## config.mk

```make
export PLATFORM = sky130hd
export DESIGN_NAME = anabellek_denetleyici
export DESIGN_NICKNAME = d
export VERILOG_FILES = /design/src/rtl/anabellek_denetleyici_pkg.sv /design/src/rtl/anabellek_denetleyici_hakem.sv /design/src/rtl/anabellek_denetleyici.sv
export SDC_FILE = /design/constraint.sdc
export NUM_CORES = 1
export LEC_CHECK = 0
export ABC_AREA = 1
export CORE_AREA = 2 2 216 218
export CTS_CLUSTER_DIAMETER = 50
export DETAILED_ROUTE_END_ITERATION = 6
export DIE_AREA = 0 0 218 220
export PLACE_DENSITY = 0.77
export SLEW_MARGIN = 20
export SYNTH_ARGS = -nofsm -noshare
export SYNTH_HDL_FRONTEND = slang
export SYNTH_SLANG_ARGS = --single-unit
```

## constraint.sdc

```tcl
create_clock -name clk_i -period 5.9 [get_ports clk_i]
set_clock_uncertainty 0.15 [all_clocks]
set_input_delay 0.59 -clock clk_i [delete_from_list [all_inputs] [get_ports clk_i]]
set_output_delay 0.59 -clock clk_i [all_outputs]
set_load 0.02 [all_outputs]
```

## src/rtl/anabellek_denetleyici_pkg.sv

```systemverilog
// Shared widths, FSM encoding and word-offset helpers for the main-memory controller
// and the cache controllers that talk to it.
package anabellek_denetleyici_pkg;

    localparam int ADRES_BIT     = 32;
    localparam int VERI_BIT      = 32;
    localparam int BLOK_BIT      = 128;
    localparam int KELIME_SAYISI = BLOK_BIT / VERI_BIT;

    localparam logic [1:0]           SON_KELIME  = 2'(KELIME_SAYISI - 1);
    localparam logic [ADRES_BIT-1:0] BLOK_MASKE  = ~ADRES_BIT'(BLOK_BIT / 8 - 1);

    typedef enum logic [1:0] {
        BOSTA = 2'd0,
        AKTAR = 2'd1,
        CEVAP = 2'd2
    } durum_t;

    // Bit offset of word k inside a block.
    function automatic logic [6:0] kelime_ofs(input logic [1:0] k);
        return 7'(k) * 7'(VERI_BIT);
    endfunction

endpackage

```

## src/rtl/anabellek_denetleyici_hakem.sv

```systemverilog
// Two-way round-robin arbiter between the instruction and data caches.
// son_v remembers whether the last grant went to the data cache.
module anabellek_hakem (
    input  logic clk_i,
    input  logic rst_i,
    input  logic etkin_i,
    input  logic b_gecerli_i,
    input  logic v_gecerli_i,
    output logic verildi_o,
    output logic v_sec_o
);

    logic son_v_q, son_v_d;

    always_comb begin
        v_sec_o   = v_gecerli_i & (~b_gecerli_i | ~son_v_q);
        verildi_o = etkin_i & (b_gecerli_i | v_gecerli_i);
        son_v_d   = verildi_o ? v_sec_o : son_v_q;
    end

    always_ff @(posedge clk_i) begin
        if (rst_i) begin
            son_v_q <= 1'b0;
        end else begin
            son_v_q <= son_v_d;
        end
    end

endmodule

```

## src/rtl/anabellek_denetleyici.sv

```systemverilog
// Main-memory controller: arbitrates two cache block ports and splits each block
// into four word transactions on the memory bus.
//
//   state | meaning
//   BOSTA | idle, arbitrate and latch a request
//   AKTAR | word transfers on the memory bus, kelime selects the word
//   CEVAP | one-cycle hazir pulse to the granted cache
module anabellek_denetleyici
    import anabellek_denetleyici_pkg::*;
(
    input  logic                 clk_i,
    input  logic                 rst_i,
    input  logic [ADRES_BIT-1:0] b_okuma_istek_adres_i,
    input  logic                 b_okuma_istek_gecerli_i,
    output logic [BLOK_BIT-1:0]  b_okuma_veri_blok_o,
    output logic                 b_okuma_istek_hazir_o,
    input  logic [ADRES_BIT-1:0] v_istek_adres_i,
    input  logic                 v_istek_gecerli_i,
    input  logic                 v_istek_yaz_i,
    input  logic [BLOK_BIT-1:0]  v_yazma_veri_blok_i,
    output logic [BLOK_BIT-1:0]  v_okuma_veri_blok_o,
    output logic                 v_istek_hazir_o,
    output logic [ADRES_BIT-1:0] bellek_istek_adres_o,
    output logic                 bellek_istek_gecerli_o,
    output logic                 bellek_istek_yaz_o,
    output logic [VERI_BIT-1:0]  bellek_yazma_veri_o,
    input  logic [VERI_BIT-1:0]  bellek_okuma_veri_i,
    input  logic                 bellek_cevap_gecerli_i
);

    durum_t                durum_q, durum_d;
    logic [1:0]            kelime_q, kelime_d;
    logic [ADRES_BIT-1:0]  adres_q, adres_d;
    logic                  yaz_q, yaz_d;
    logic                  v_sec_q, v_sec_d;
    logic [BLOK_BIT-1:0]   blok_q, blok_d;
    logic [BLOK_BIT-1:0]   b_blok_q, b_blok_d;
    logic [BLOK_BIT-1:0]   v_blok_q, v_blok_d;
    logic [BLOK_BIT-1:0]   blok_yeni;
    logic                  verildi, v_sec;
    logic                  aktar;

    anabellek_hakem u_hakem (
        .clk_i       (clk_i),
        .rst_i       (rst_i),
        .etkin_i     (durum_q == BOSTA),
        .b_gecerli_i (b_okuma_istek_gecerli_i),
        .v_gecerli_i (v_istek_gecerli_i),
        .verildi_o   (verildi),
        .v_sec_o     (v_sec)
    );

    always_comb begin
        durum_d  = durum_q;
        kelime_d = kelime_q;
        adres_d  = adres_q;
        yaz_d    = yaz_q;
        v_sec_d  = v_sec_q;
        blok_d   = blok_q;
        b_blok_d = b_blok_q;
        v_blok_d = v_blok_q;

        blok_yeni = blok_q;
        blok_yeni[kelime_ofs(kelime_q) +: VERI_BIT] = bellek_okuma_veri_i;

        unique case (durum_q)
            BOSTA: begin
                if (verildi) begin
                    durum_d  = AKTAR;
                    kelime_d = '0;
                    v_sec_d  = v_sec;
                    if (v_sec) begin
                        adres_d = v_istek_adres_i & BLOK_MASKE;
                        yaz_d   = v_istek_yaz_i;
                        blok_d  = v_yazma_veri_blok_i;
                    end else begin
                        adres_d = b_okuma_istek_adres_i & BLOK_MASKE;
                        yaz_d   = 1'b0;
                    end
                end
            end
            AKTAR: begin
                if (bellek_cevap_gecerli_i) begin
                    kelime_d = kelime_q + 2'd1;
                    if (!yaz_q) begin
                        blok_d = blok_yeni;
                    end
                    if (kelime_q == SON_KELIME) begin
                        durum_d = CEVAP;
                        // Publish the finished block so it is valid during the hazir cycle.
                        if (!yaz_q) begin
                            if (v_sec_q) begin
                                v_blok_d = blok_yeni;
                            end else begin
                                b_blok_d = blok_yeni;
                            end
                        end
                    end
                end
            end
            CEVAP: begin
                durum_d = BOSTA;
            end
            default: begin
                durum_d = BOSTA;
            end
        endcase
    end

    always_ff @(posedge clk_i) begin
        if (rst_i) begin
            durum_q  <= BOSTA;
            kelime_q <= '0;
            adres_q  <= '0;
            yaz_q    <= 1'b0;
            v_sec_q  <= 1'b0;
            blok_q   <= '0;
            b_blok_q <= '0;
            v_blok_q <= '0;
        end else begin
            durum_q  <= durum_d;
            kelime_q <= kelime_d;
            adres_q  <= adres_d;
            yaz_q    <= yaz_d;
            v_sec_q  <= v_sec_d;
            blok_q   <= blok_d;
            b_blok_q <= b_blok_d;
            v_blok_q <= v_blok_d;
        end
    end

    assign aktar = (durum_q == AKTAR);

    always_comb begin
        bellek_istek_gecerli_o = aktar;
        bellek_istek_adres_o   = aktar ? (adres_q | ADRES_BIT'({kelime_q, 2'b00})) : '0;
        bellek_istek_yaz_o     = aktar & yaz_q;
        bellek_yazma_veri_o    = (aktar && yaz_q) ? blok_q[kelime_ofs(kelime_q) +: VERI_BIT] : '0;
        b_okuma_istek_hazir_o  = (durum_q == CEVAP) & ~v_sec_q;
        v_istek_hazir_o        = (durum_q == CEVAP) & v_sec_q;
        b_okuma_veri_blok_o    = b_blok_q;
        v_okuma_veri_blok_o    = v_blok_q;
    end

endmodule

```

==> results.cfg <==
[drt]
dr_total_vias = 23496
via_per_inst = 5.28
wl_per_cell_um = 19.2
antenna_left = 0
first_pass_iters = 7
drc_errors = 5
postRouteWirelength_um = 85300
drtIter0Drc = 2700

[critical_path]
worst-path-buf-inv = 3
crit_type = reg -> out
critPathSlowestCell = clkdlybuf4s50_1
cp_top_family = buffers and inverters
r2r_cells = 10
path_cells = inv_2 > nor2_8 > nand2_8 > buf_4 > a21oi_1 > clkdlybuf4s50_1
rr_endpoint = b_okuma_veri_blok_o[58]
worstSetupStartpointType = flop
regToRegStartpoint = kelime_q[0]
path_max_fanout = 120
rrSetupSlack_ns = 2.34
critical_path_arrival_ns = 3.32
critPathMaxStageDelay_ns = 0.72
worstPathRequired_ns = 5.16
end_kind = primary output

[logic_synthesis]
synthDistinctLibCells = 24
synth_area_leader_cell = dfxtp_1
synth.avg_cell_area_um2 = 6.20
ys_ff_latch = 418
synthCells = 3421
async_flop_share_pct = 0
yosysMostFrequentCell = nand2_1
yosysTopAreaCellShare_pct = 39.5
ys_top_cells_by_count = nand2_1, nor2_1, dfxtp_1, a21oi_1, inv_1
synth-seq-area-share_pct = 39.5
syn_area_um2 = 21200
ys_top_cells_by_area = dfxtp_1, nand2_1, nor2_1
synth_edf_count = 0
synthFlopType = dfxtp_1
yosys_warnings = 0

[timing]
setup_violations = 0
grt_setup_unrepaired = false
clock.fmax_ghz = 0.246
fin_ws_ns = 1.84
tns_ns = 0
worstMarginPinSlew_ns = 1.07
slew-limit-headroom_pct = 28.8
finalMaxSlewViolations = 0
post-route-period-util_pct = 68.8
min_period_ns = 4.06
hold_viol = 0

[clocking]
cts_resized = 0
cts-root-buf = clkbuf_16
cts_tree = yes
cts_max_level = 2
post-cts-setup-buffers = 0
hold_buffers = 0
cts_made_buffers = 50
cts.clk_slew.worst_paths_ns = 0.06
clock_latency_ns = 0.60
cts_buffer_depth = 3
cts.sinks = 418

[cells_and_area]
layout-drive-gt1-share_pct = 3.66
synthToLayoutAreaGrowth_pct = 33.3
fin_util_pct = 61.6
nFillCells = 4362
nets = 4019
design_area_um2 = 28300

[floorplanning]
die_y_um = 220
rows = 79
die_area_um2 = 48000
io_pins = 554
core_area_um2 = 45900
die_w_um = 218
initial_core_util_pct = 46.2

[grt]
use_met2_pct = 52.2
grt_first_pass_wirelength_um = 126000
grt.busiest_layer = met2
grt_pass1_vias = 21027
grt_start_max_net_pins = 150
track_usage_pct = 34.2
use_met1_pct = 44.0
grt_use_met3_pct = 8.64
gr-total-overflow = 0
antenna_found_initial = 26

[job]
max-cap-violations = 0

[placement]
place.gp.congestion = 0.936
dpl.hpwl_um = 59100
pre_cts_ws_ns = 2.17
placed_area_um2 = 26400
port_buffers = 543

[power]
total_power_w = 0.00785
p_leak_nw = 12.2
p_per_area_nw_per_um2 = 278
ir_drop_mv = 0.215

[worst_hold_path]
whs_path_depth = 2
hold_end = v_okuma_veri_blok_o[4]
min_from = v_okuma_veri_blok_o[4]
hold_class = reg -> reg

[run_status]
violations = design-rule violations
status = finished, violations left
per-stage QoR:
step / instances / hold slack (ns)
3_5_place_dp: 4337 / 0.304
5_1_grt: 4443 / 0.326
6_report: 4449 / 0.312
4_1_cts: 4428 / 0.314
2_1_floorplan: 3422 / 0.319
3_3_place_gp: 4337 / 0.301
cells in the final DEF (no fill, tap or decap), drive strengths merged:
master,Yosys,final
nand3,102,102
nor2,836,836
clkinv,3,14
ha,6,6
bufinv,0,5
nand4,130,130
nand2,842,842
diode,0,20
inv,268,271
o21ai,221,221
dfxtp,418,418
a31oi,28,28
buf,138,37
clkdlybuf4s50,0,542
conb,1,2
clkinvlp,0,6
clkbuf,132,66
a21oi,293,293
nor3,3,3
flip-flops by register name, summed over array words and instances, names as in the netlist:
signal	cells
blok_q	128
b_okuma_veri_blok_o	128
yaz_q	1
kelime_q	2
durum_q	2
v_sec_q	1
adres_q	28
v_okuma_veri_blok_o	128
final cells by class:
class | instances | area [µm²] | share of cell area (%)
Multi-Input combinational cell | 2463 | 10600 | 37.4
Inverter | 271 | 1020 | 3.63
Timing Repair Buffer | 579 | 5740 | 20.3
Clock buffer | 66 | 1460 | 5.15
Clock inverter | 25 | 287 | 1.01
Sequential cell | 418 | 8370 | 29.6
Tap cell | 607 | 759 | 2.69
Antenna cell | 20 | 50.0 | 0.177
worst max path at each step:
stage,to,cells after the start,start
global placement,blok_q[21],9,b_okuma_istek_gecerli_i
CTS,bellek_yazma_veri_o[22],6,durum_q[0]
detailed placement,blok_q[25],9,b_okuma_istek_gecerli_i
finish,bellek_yazma_veri_o[22],6,durum_q[0]
global route,bellek_yazma_veri_o[22],6,durum_q[0]
floorplan,b_okuma_veri_blok_o[96],13,kelime_q[1]
per-layer routing:
metal  vias up  routed length [µm]
li1      11526                   -
met2      1154               37500
met5         -                  80
met4        10                4840
met3       233                9020
met1     10573               33900
tightest hold or removal path, delay by kind of cell, from the launching register on:
family,cells,cell delay (ns)
simple gates,1,0.06
flops,1,0.31
compound gates,1,0.05
kinds of logic after synthesis:
kind of cell	count (synthesis)	synth area share, %
compound gates	542	13.0
fa+ha+maj	6	0.354
buf+inv	541	11.0
flops	418	39.5
other cells	1	0.0177
simple gates	1913	36.2
report_power, final:
group          switching (W)  internal, W
sequential         0.0000951      0.00296
combinational        0.00102     0.000495
clock                0.00132      0.00196
Power figures use the tool's default switching activity.
==> RTL change (same flow settings) <==
Reset style: asynchronous (`rst_i`), changed in 2 clocked blocks.
--- a/src/rtl/anabellek_denetleyici_hakem.sv
+++ b/src/rtl/anabellek_denetleyici_hakem.sv
@@ -19,5 +19,5 @@
     end
 
-    always_ff @(posedge clk_i) begin
+    always_ff @(posedge clk_i or posedge rst_i) begin
         if (rst_i) begin
             son_v_q <= 1'b0;
--- a/src/rtl/anabellek_denetleyici.sv
+++ b/src/rtl/anabellek_denetleyici.sv
@@ -108,5 +108,5 @@
     end
 
-    always_ff @(posedge clk_i) begin
+    always_ff @(posedge clk_i or posedge rst_i) begin
         if (rst_i) begin
             durum_q  <= BOSTA;
Function: not settled (the Yosys comparison gave no result); the edit may change what the design does.
==> RTL change against the unedited design <==
Critical path depth unchanged. Fmax is 18% lower. Cell count fell by 8.7%. Sequential cell count is the same. Largest cell class is now sequential cells. Final area grew 2.1%. Worst setup slack got worse by 860 ps. Synthesized area up 1.6%. The flow still finishes with violations (design-rule violations). Routed wire length grew 1.7%.
Power is not compared: it rests on default switching activity, and its combinational part moved more than twofold at a synthesized area within 25%.
==> RTL change: results (changes against the unedited design) <==
TritonCTS Buffers=49 (-2.0%); largest net degree at the start of global routing=178 (+19%); WL final=86,750 um (+1.7%); Inst Count DP=3,953 (-8.9%); initial antenna violation count=21 (-19%); Ant. Diodes=15 (-25%); worst-path fanout max=105 (-13%); sequential share of cell area=36.29% (+6.7 points); register area=10,470 um^2 (+25%); GRT Overall Usage=35.18% (+0.97 points); main combinational cell family by area after synthesis=simple AND/OR/NAND/NOR gates; R2R setup slack=1920 ps (-420 ps); #MultiIn Comb=2,271 (-7.8%); Signal buf overhead=19.99% (-0.31 points); post-place setup slack=2024 ps (-150.6 ps); via count=22,460 (-4.4%); dpl cell area=27,020 um^2 (+2.2%); compound-cell area share of the yosys netlist=9.736% (-3.2 points); Seq/Total Area, Yosys=48.56% (+9.1 points); data arrival time of the worst path=4180 ps (+860 ps); drt drc=1 (-4); share of flip-flops with an asynchronous set or reset=100.0% (+100 points); Syn-to-layout area delta=33.87%; share of synthesized cell area in full adder, half adder and majority cells=0.3485% (-0.0056 points); Final Core Density=62.87% (+1.3 points); Signal buffers=576 (-0.52%); failing checks=design-rule violations; worst min path class=input pin to async pin; area of the multi-input gates=9771 um^2 (-7.6%); # clk buffers=61 (-7.6%); Hold Slack=148.6 ps (-163.6 ps); largest stage delay on the critical path=1080 ps (+360 ps); M2 GR Usage=53.41% (+1.2 points); status=complete, but fails checks; # fillers=4,007 (-8.1%); layout cells sized above 1=6.892% (+3.2 points); leading post-synthesis cells by cell area=dfrtp_1, nand2_1, o21ai_0; initial DRC count=2,163 (-20%); Global Route met3 Usage=9.303% (+0.66 points); routability cong.=0.9958 (+6.4%); Non-Filler Instances=4,061 (-8.7%); first-pass GRT wire length=128,000 um (+1.4%); most instantiated cells after synthesis=nand2_1, dfrtp_1, o21ai_0; nets@finish=3,635 (-9.6%); met1 usage=46.72% (+2.8 points); vias in the first global route=21,190 (+0.79%); Slew @ Worst Pin=1190 ps (+123.0 ps)
-- RTL change: changes by cell type in the layout (fill, tap and decap cells not counted), sizes merged, moves of 157 or more --
| cell | unedited run | this run |
|---|---|---|
| nor2 | 836 | 228 |
| nand2 | 842 | 1266 |
| dfrtp | 0 | 418 |
| dfxtp | 418 | 0 |
| a21oi | 293 | 32 |
| inv | 271 | 90 |
| nand3 | 102 | 259 |
-- RTL change: routing by layer --
layer,share of wire (%),up-vias
met5,0.091,-
met4,5.1,14
met3,10,219
met2,45,1263
met1,39,10660
li1,-,10310
-- RTL change: worst paths after layout --
check / endpoint / start / cells after the start
worst max-delay path: bellek_istek_adres_o[6] / durum_q[0] / 6
worst min-delay path: v_okuma_veri_blok_o[119] / rst_i / 2
worst max register to register: b_okuma_veri_blok_o[124] / kelime_q[0] / 9
worst min register to register: b_okuma_veri_blok_o[30] / b_okuma_veri_blok_o[30] / 2
max in group asynchronous: blok_q[33] / rst_i / 4
min in group clk_i: b_okuma_veri_blok_o[30] / b_okuma_veri_blok_o[30] / 2
